===== src/rtl/parity_rr_scheduler.sv =====
// parity_rr_scheduler: round-robin arbiter feeding one shared parity unit with a single result register
// Ports:
//   i_clk        clock, all state on rising edge
//   i_reset      asynchronous active-high reset
//   i_req_valid  per-requester request valid            [NREQ]
//   i_req_data   requester i data at [i*DW +: DW]       [NREQ*DW]
//   o_req_ready  per-requester accept, at most one high [NREQ]
//   o_res_valid  result register holds a valid result
//   i_res_ready  consumer accepts the result
//   o_res_id     index of the requester owning the result [3]
//   o_res_data   data that produced the result            [DW]
//   o_res_parity parity of o_res_data (even, or odd when ODD=1)
//   o_busy       result held or any request pending
module parity_rr_scheduler #(
    parameter int NREQ = 4,
    parameter int DW   = 8,
    parameter int ODD  = 0
) (
    input  logic                 i_clk,
    input  logic                 i_reset,
    input  logic [NREQ-1:0]      i_req_valid,
    input  logic [NREQ*DW-1:0]   i_req_data,
    output logic [NREQ-1:0]      o_req_ready,
    output logic                 o_res_valid,
    input  logic                 i_res_ready,
    output logic [2:0]           o_res_id,
    output logic [DW-1:0]        o_res_data,
    output logic                 o_res_parity,
    output logic                 o_busy
);
    localparam int PW = $clog2(NREQ);
    typedef enum logic {EMPTY = 1'b0, FULL = 1'b1} state_t;
    state_t        r_state, w_state_nxt;
    logic [PW-1:0] r_ptr, w_ptr_nxt, w_win, w_idx;
    logic [PW:0]   w_sum;
    logic          w_found, w_slot_free, w_xfer;
    logic [DW-1:0] w_data, r_data;
    logic [2:0]    r_id;
    logic          r_parity;
    // Search ptr, ptr+1, ... wrapping; ptr and offset are both below NREQ,
    // so a single conditional subtract implements the modulo.
    always_comb begin
        w_found = 1'b0;
        w_win   = '0;
        w_sum   = '0;
        w_idx   = '0;
        for (int k = 0; k < NREQ; k++) begin
            w_sum = {1'b0, r_ptr} + (PW+1)'(k);
            w_idx = (w_sum >= (PW+1)'(NREQ)) ? PW'(w_sum - (PW+1)'(NREQ)) : PW'(w_sum);
            if (!w_found && i_req_valid[w_idx]) begin
                w_found = 1'b1;
                w_win   = w_idx;
            end
        end
    end
    always_comb begin
        w_data = '0;
        for (int i = 0; i < NREQ; i++)
            if (w_win == PW'(i)) w_data = i_req_data[i*DW +: DW];
    end
    assign w_slot_free = !o_res_valid || i_res_ready;
    // Gating with reset keeps every ready low while reset is held.
    assign w_xfer      = w_slot_free && w_found && !i_reset;
    assign w_ptr_nxt   = (w_win == PW'(NREQ-1)) ? '0 : w_win + 1'b1;
    always_comb begin
        o_req_ready = '0;
        for (int i = 0; i < NREQ; i++)
            o_req_ready[i] = w_xfer && (w_win == PW'(i));
    end
    always_comb begin
        w_state_nxt = r_state;
        w_state_nxt = w_xfer ? FULL : (i_res_ready ? EMPTY : r_state);
    end
    always_ff @(posedge i_clk or posedge i_reset) begin
        if (i_reset) r_state <= EMPTY;
        else         r_state <= w_state_nxt;
    end
    always_ff @(posedge i_clk or posedge i_reset) begin
        if (i_reset) begin
            r_data   <= '0;
            r_id     <= '0;
            r_parity <= 1'(ODD);
            r_ptr    <= '0;
        end else if (w_xfer) begin
            r_data   <= w_data;
            r_id     <= 3'(w_win);
            r_parity <= (^w_data) ^ 1'(ODD);
            r_ptr    <= w_ptr_nxt;
        end
    end
    assign o_res_valid  = (r_state == FULL);
    assign o_res_id     = r_id;
    assign o_res_data   = r_data;
    assign o_res_parity = r_parity;
    assign o_busy       = o_res_valid || (|i_req_valid);
endmodule


===== config.mk =====
export PLATFORM = sky130hd
export DESIGN_NAME = parity_rr_scheduler
export DESIGN_NICKNAME = d
export VERILOG_FILES = /design/src/rtl/parity_rr_scheduler.sv
export SDC_FILE = /design/constraint.sdc
export NUM_CORES = 1
export LEC_CHECK = 0
export CORE_AREA = 8 8 63 65
export DETAILED_ROUTE_END_ITERATION = 10
export DIE_AREA = 0 0 71 73
export GPL_TIMING_DRIVEN = 0
export HOLD_SLACK_MARGIN = 0.15
export PLACE_DENSITY = 0.73
export SYNTH_ARGS = -nofsm -noshare
export SYNTH_HDL_FRONTEND = slang
export SYNTH_SLANG_ARGS = --single-unit

===== constraint.sdc =====
create_clock -name i_clk -period 7.56 [get_ports i_clk]
set_input_delay 1.512 -clock i_clk [delete_from_list [all_inputs] [get_ports i_clk]]
set_output_delay 1.512 -clock i_clk [all_outputs]
set_load 0.1 [all_outputs]

Word-level counts from Yosys, hierarchy flattened
Cells that the tools add are included.
W data, S select, Z words.
{ "totals": {"register_bits": 14, "in_bits": 39, "output_inout_bits": 18, "elab_cells": 71} }
{ "classes": {"n_addsub": 8, "n_lt_le_gt_ge": 8, "eq_ne": 3, "mux": 27, "reduce_logical": 20} }
{ "ops": {"columns": ["cell", "n"], "rows": [
  ["$mux W8", 4],
  ["$mux W2", 9],
  ["$lt A2 B3 Y1 const B", 4],
  ["$mux W1", 10],
  ["$ge A3 B3 Y1 const B", 3],
  ["$logic_and A1 B1 Y1", 9],
  ["$bmux W1 S2", 4],
  ["$reduce_xor A8 Y1", 1],
  ["$sub A2 B1 Y2 const B", 4],
  ["$add A2 B2 Y3 const B", 2],
  ["$logic_not A1 Y1", 5],
  ["$eq A2 B2 Y1 const B", 2],
  ["$reduce_or A4 Y1", 1],
  ["$add A2 B1 Y3 const B", 1],
  ["$ge A2 B3 Y1 const B", 1],
  ["$add A2 B1 Y2 const B", 1],
  ["$eq A2 B1 Y1 const B", 1],
  ["$logic_not A2 Y1", 1],
  ["$logic_or A1 B1 Y1", 2],
  ["$reduce_bool A2 Y1", 1]
]} }

Depth between registers and ports, before layout
Gate-level depths: netlist of the first run.
{ "logic_depth": {"depth_word": 20, "ltp_mapped": 13, "ltp_nobuf": 12} }

Worst setup path before layout of the first run
OpenSTA, ideal clock, no wires.
{ "synth_timing": {"kind": "input to output", "from": "input i_req_valid[2]", "to": "output o_req_ready[1]", "arrival_ps": 3370, "t_required_ps": 6048, "slack_ps": 2678, "cell_stages": 6, "n_path_buf": 1, "cell_sequence": "mux2i_1 -> nor2_1 -> a311oi_1 -> ha_1 -> clkbuf_1 -> and2_1"} }
{ "synth_via": {"word_cells_on_any_way": 26, "classes_between": "eq/ne: 1; mux: 16; reduce/logical: 9"} }
{ "synth_rtl": {"columns": ["item", "line_no", "source"], "rows": [
  ["from (decl)", "21", "input logic [NREQ-1:0] i_req_valid,"],
  ["$bmux W1 S2", "50", "if (!w_found && i_req_valid[w_idx]) begin"],
  ["$mux W1 (not written as such)", "50", null],
  ["$mux W1", "50", null],
  ["$logic_not A1 Y1", "50", null],
  ["$logic_and A1 B1 Y1", "50", null],
  ["$mux W1", "50", null],
  ["$logic_not A1 Y1", "50", null],
  ["$logic_and A1 B1 Y1", "50", null],
  ["$mux W1", "50", null],
  ["$logic_not A1 Y1", "50", null],
  ["$logic_and A1 B1 Y1", "50", null],
  ["$mux W2 (*)", "50", null],
  ["via w_win[0]", "34", "logic [PW-1:0] r_ptr, w_ptr_nxt, w_win, w_idx;"],
  ["$eq A2 B1 Y1 (*)", "68", "o_req_ready[i] = w_xfer && (w_win == PW'(i));"],
  ["$logic_and A1 B1 Y1 (*)", "68", null],
  ["to (decl)", "23", "output logic [NREQ-1:0] o_req_ready,"]
]} }
Mark *: on every way through the listed nets, which the timed path passes. The rest lies on a longest branch. The select of a mux whose other input is x is not followed.

Worst setup path after layout of the first run
{ "layout_timing": {"from": "input i_req_valid[0]", "to": "output o_req_ready[1]"} }
The elaborated chain is that of the path after synthesis.

==> flow_summary.toml, run 1 <==
[status]
outcome = "completed"

[logic_synthesis]
syn_nets = 155
syn_inst = 112
yosys-top-cells-area = "dfrtp_1 34%, mux2_2 7.8%, ha_1 4.9%"
yosysSeqAreaShare_pct = 34.48
synth.distinct_cells = 33
synth_top_cell_area_share_pct = 34.48
netlist_area_um2 = 1016
ys_ff_latch = 14
syn_avg_cell_area_um2 = 9.071
ys_warn_count = 0
synth_top_area_cell = "dfrtp_1"

[worst_hold_path]
hp-start = "o_res_data[3]"
hold_path.class = "reg -> reg"

[die]
pin_count = 57
initial_core_util_pct = 34.41
die-area_um2 = 5183
num_rows = 20
core-area_um2 = 2953
die_w_um = 71
die_h_um = 73

[power_and_ir_drop]
power-per-cell-area_nw_per_um2 = 437.6
p_total_uw = 719.5
power_frac_comb_pct = 75.3
intPower_uw = 305.0
clockPowerShare_pct = 7.0
leakage_uw = 0.0006789
p_switching_uw = 414.5
p_seq_share_pct = 17.7
peakVddDrop_mv = 0.2816
swShare_pct = 57.61

[route]
totalWireLength_um = 3316
routedWlPerCell_um = 16.25
drc = 0
detail-route-antenna-nets = 0
dr.pass1.iters = 4
vias = 1109
vias_per_cell = 5.436
drt_first_iter_violations = 35

[timing]
hold_viol = 0
fin_skew_ns = 0.001863
rsz0062_at_grt = "no"
setup_viol = 0
report.final.slew_viol_count = 0
fin_crit_ns = 6.136
setup_tns_ns = 0
worstMarginPinSlew_ns = 0.9935
worst_slack_ns = 1.424
slew_headroom_pct = 33.56
period_share_pct = 81.16
timing.fmax_mhz = 163.0

[cts]
clk-insertion-delay-late_ns = 0.27
cts.sinks = 14
cts_tree = "built"
cts_resized = 0
cts_buffer_depth = 2
htree_num_levels = 1
path_clk_slew_ns = 0.07
cts_buffers = 3
cts_hold_buffers = 0
postCtsSetupRepairBufs = 0
cts-root-buf = "clkbuf_4"

[layout]
syn_to_final_growth_pct = 61.82
nets = 215
instances_no_fill = 204
diodes = 0
drive_above_1_share_pct = 7.602

[global_routing]
grt_pass1_vias = 1251
grt_use_total_pct = 12.95
grt_pass1_wl_um = 5554
grt_max_degree = 15
antenna_found_initial = 0
grt-ovfl-total = 0

[setup_path]
path_max_fanout = 10
cp.required_ns = 6.05
worstSetupPathType = "in -> out"
arrival_ns = 4.62
startpoint_type = "input port"
ff2ff_setup_slack_ns = 4.06
setup.worst_path.end = "o_req_ready[1]"
setup.worst_path.start = "i_req_valid[0]"
critPathCaptureType = "output port"
worstReg2RegEnd = "o_res_parity"
reg2reg_depth = 12
r2r-start = "r_ptr[1]"

[flow_run]
maxCapViolCount = 0

[placed_design]
port_buffers = 55
dpl.hpwl_um = 2763
gp_congestion = 0.7839
dpl_worst_slack_ns = 1.403
dp.cells = 200
-- metrics by stage --
stage          util [%]  area, um2  hold WS, ns
6_report          55.68       1644       0.5119
5_1_grt           55.68       1644       0.5387
4_1_cts           55.68       1644       0.5167
3_5_place_dp      54.45       1608       0.4981
3_3_place_gp      54.45       1608       0.4949
2_1_floorplan         -       1016       0.4864
-- Yosys cell counts --
master / number
a211o_1: 4
a211oi_1: 3
a21oi_1: 4
a221o_1: 3
a221oi_1: 5
a311oi_1: 1
a31oi_1: 1
and2_1: 4
buf_2: 1
buf_4: 1
clkbuf_1: 4
conb_1: 1
dfrtp_1: 14
ha_1: 4
inv_1: 11
mux2_2: 7
mux2i_1: 1
nand2_1: 1
nand2b_1: 4
nand3_1: 3
nand3b_1: 1
nor2_1: 7
nor2b_1: 1
nor3_1: 1
nor3b_1: 2
nor4_1: 1
o211a_1: 2
o211ai_1: 4
o21a_1: 2
o21ai_0: 6
o22a_1: 3
o22ai_1: 4
or2_0: 1
-- layout make-up --
class,count,area [um2]
Fill cell,271,1309
Multi-Input combinational cell,81,596.8
Timing Repair Buffer,55,550.5
Sequential cell,14,350.3
Inverter,11,41.29
Tap cell,33,41.29
Clock buffer,4,36.28
Buffer,6,27.53
-- cell families (layout without fill, tap and decap cells) --
kind of cell               count (synthesis)  after routing  share of synthesized area (%)
muxes                                      8              8                          8.744
DFF                                       14             14                          34.48
adders and majority gates                  4              4                          4.926
and+or+nand+nor                           26             26                          13.92
buffers and inverters                     17             76                          6.773
other                                      1              1                         0.3691
AOI/OAI and AO/OA                         42             42                          30.79
-- flip-flops by register name, indices dropped and copies added (netlist names) --
signal,cells
o_res_data,8
r_ptr,2
o_res_parity,1
o_res_valid,1
o_res_id,2
-- how the worst min path moves through the flow --
stage / end / slack (ns) / cells after the start
after floorplan: r_ptr[0] / 0.49 / 1
after global placement: o_res_data[5] / 0.49 / 1
after detailed placement: o_res_data[5] / 0.50 / 1
after CTS: o_res_data[3] / 0.52 / 1
after global routing: o_res_data[5] / 0.54 / 1
final: o_res_data[3] / 0.51 / 1
-- critical path, stage by stage --
cell and delay [ns]:
clkdlybuf4s50_1 0.48, mux2i_1 0.15, nor2_1 0.05, a311oi_1 0.50, ha_1 0.26, clkbuf_1 0.34
and2_1 0.18, clkdlybuf4s50_1 1.13
-- metal layers --
layer  track usage [%]  up-vias  wire [um]
met2             23.17       42       1677
met5                 0        -          0
met4             4.157        0         48
met3             3.159       12        232
li1                  -      538          -
met1             14.68      517       1358
-- power by group through the flow --
stage	logic, uW	clock network (uW)	registers [uW]
floorplan	205	0	331
global placement	532	0	128
detailed placement	539	0	128
CTS	542	52.9	127
global route	578	54.8	132
finish	542	50.4	127
-- placed cells by master (no fill, tap or decap) --
master | Yosys | layout
nand3b_1 | 1 | 1
clkbuf_1 | 4 | 4
nor3b_1 | 2 | 2
o22ai_1 | 4 | 4
and2_1 | 4 | 4
a31oi_1 | 1 | 1
dfrtp_1 | 14 | 14
clkbuf_4 | 0 | 3
a221o_1 | 3 | 3
clkbuf_8 | 0 | 1
o21ai_0 | 6 | 6
nand2_1 | 1 | 1
a311oi_1 | 1 | 1
or2_0 | 1 | 1
o211a_1 | 2 | 2
inv_1 | 11 | 11
a21oi_1 | 4 | 4
nor2_1 | 7 | 7
conb_1 | 1 | 1
buf_4 | 1 | 1
nor4_1 | 1 | 1
o22a_1 | 3 | 3
a221oi_1 | 5 | 5
mux2i_1 | 1 | 1
ha_1 | 4 | 4
nand2b_1 | 4 | 4
nand3_1 | 3 | 3
o21a_1 | 2 | 2
nor3_1 | 1 | 1
nor2b_1 | 1 | 1
a211oi_1 | 3 | 3
mux2_2 | 7 | 7
clkdlybuf4s50_1 | 0 | 55
buf_2 | 1 | 1
a211o_1 | 4 | 4
o211ai_1 | 4 | 4
Note: power is estimated with default switching activity, not from simulation.
==> run 2, diff against run 1 <==
==> constraint.sdc (replaced) <==
create_clock -name i_clk -period 6.4 [get_ports i_clk]
set_input_delay 1.28 -clock i_clk [delete_from_list [all_inputs] [get_ports i_clk]]
set_output_delay 1.28 -clock i_clk [all_outputs]
set_load 0.1 [all_outputs]
==> results of run 2 <==
The final DEF is identical to that of run 1. Status: completed.
Main changes from that run: setup slack after placement 1.403 ns -> 0.7069 ns; setup slack after layout 1.424 ns -> 0.7283 ns; register-to-register setup slack 4.06 ns -> 2.90 ns; total power 719.5 uW -> 849.9 uW; worst IR drop on VDD 0.2816 mV -> 0.3327 mV
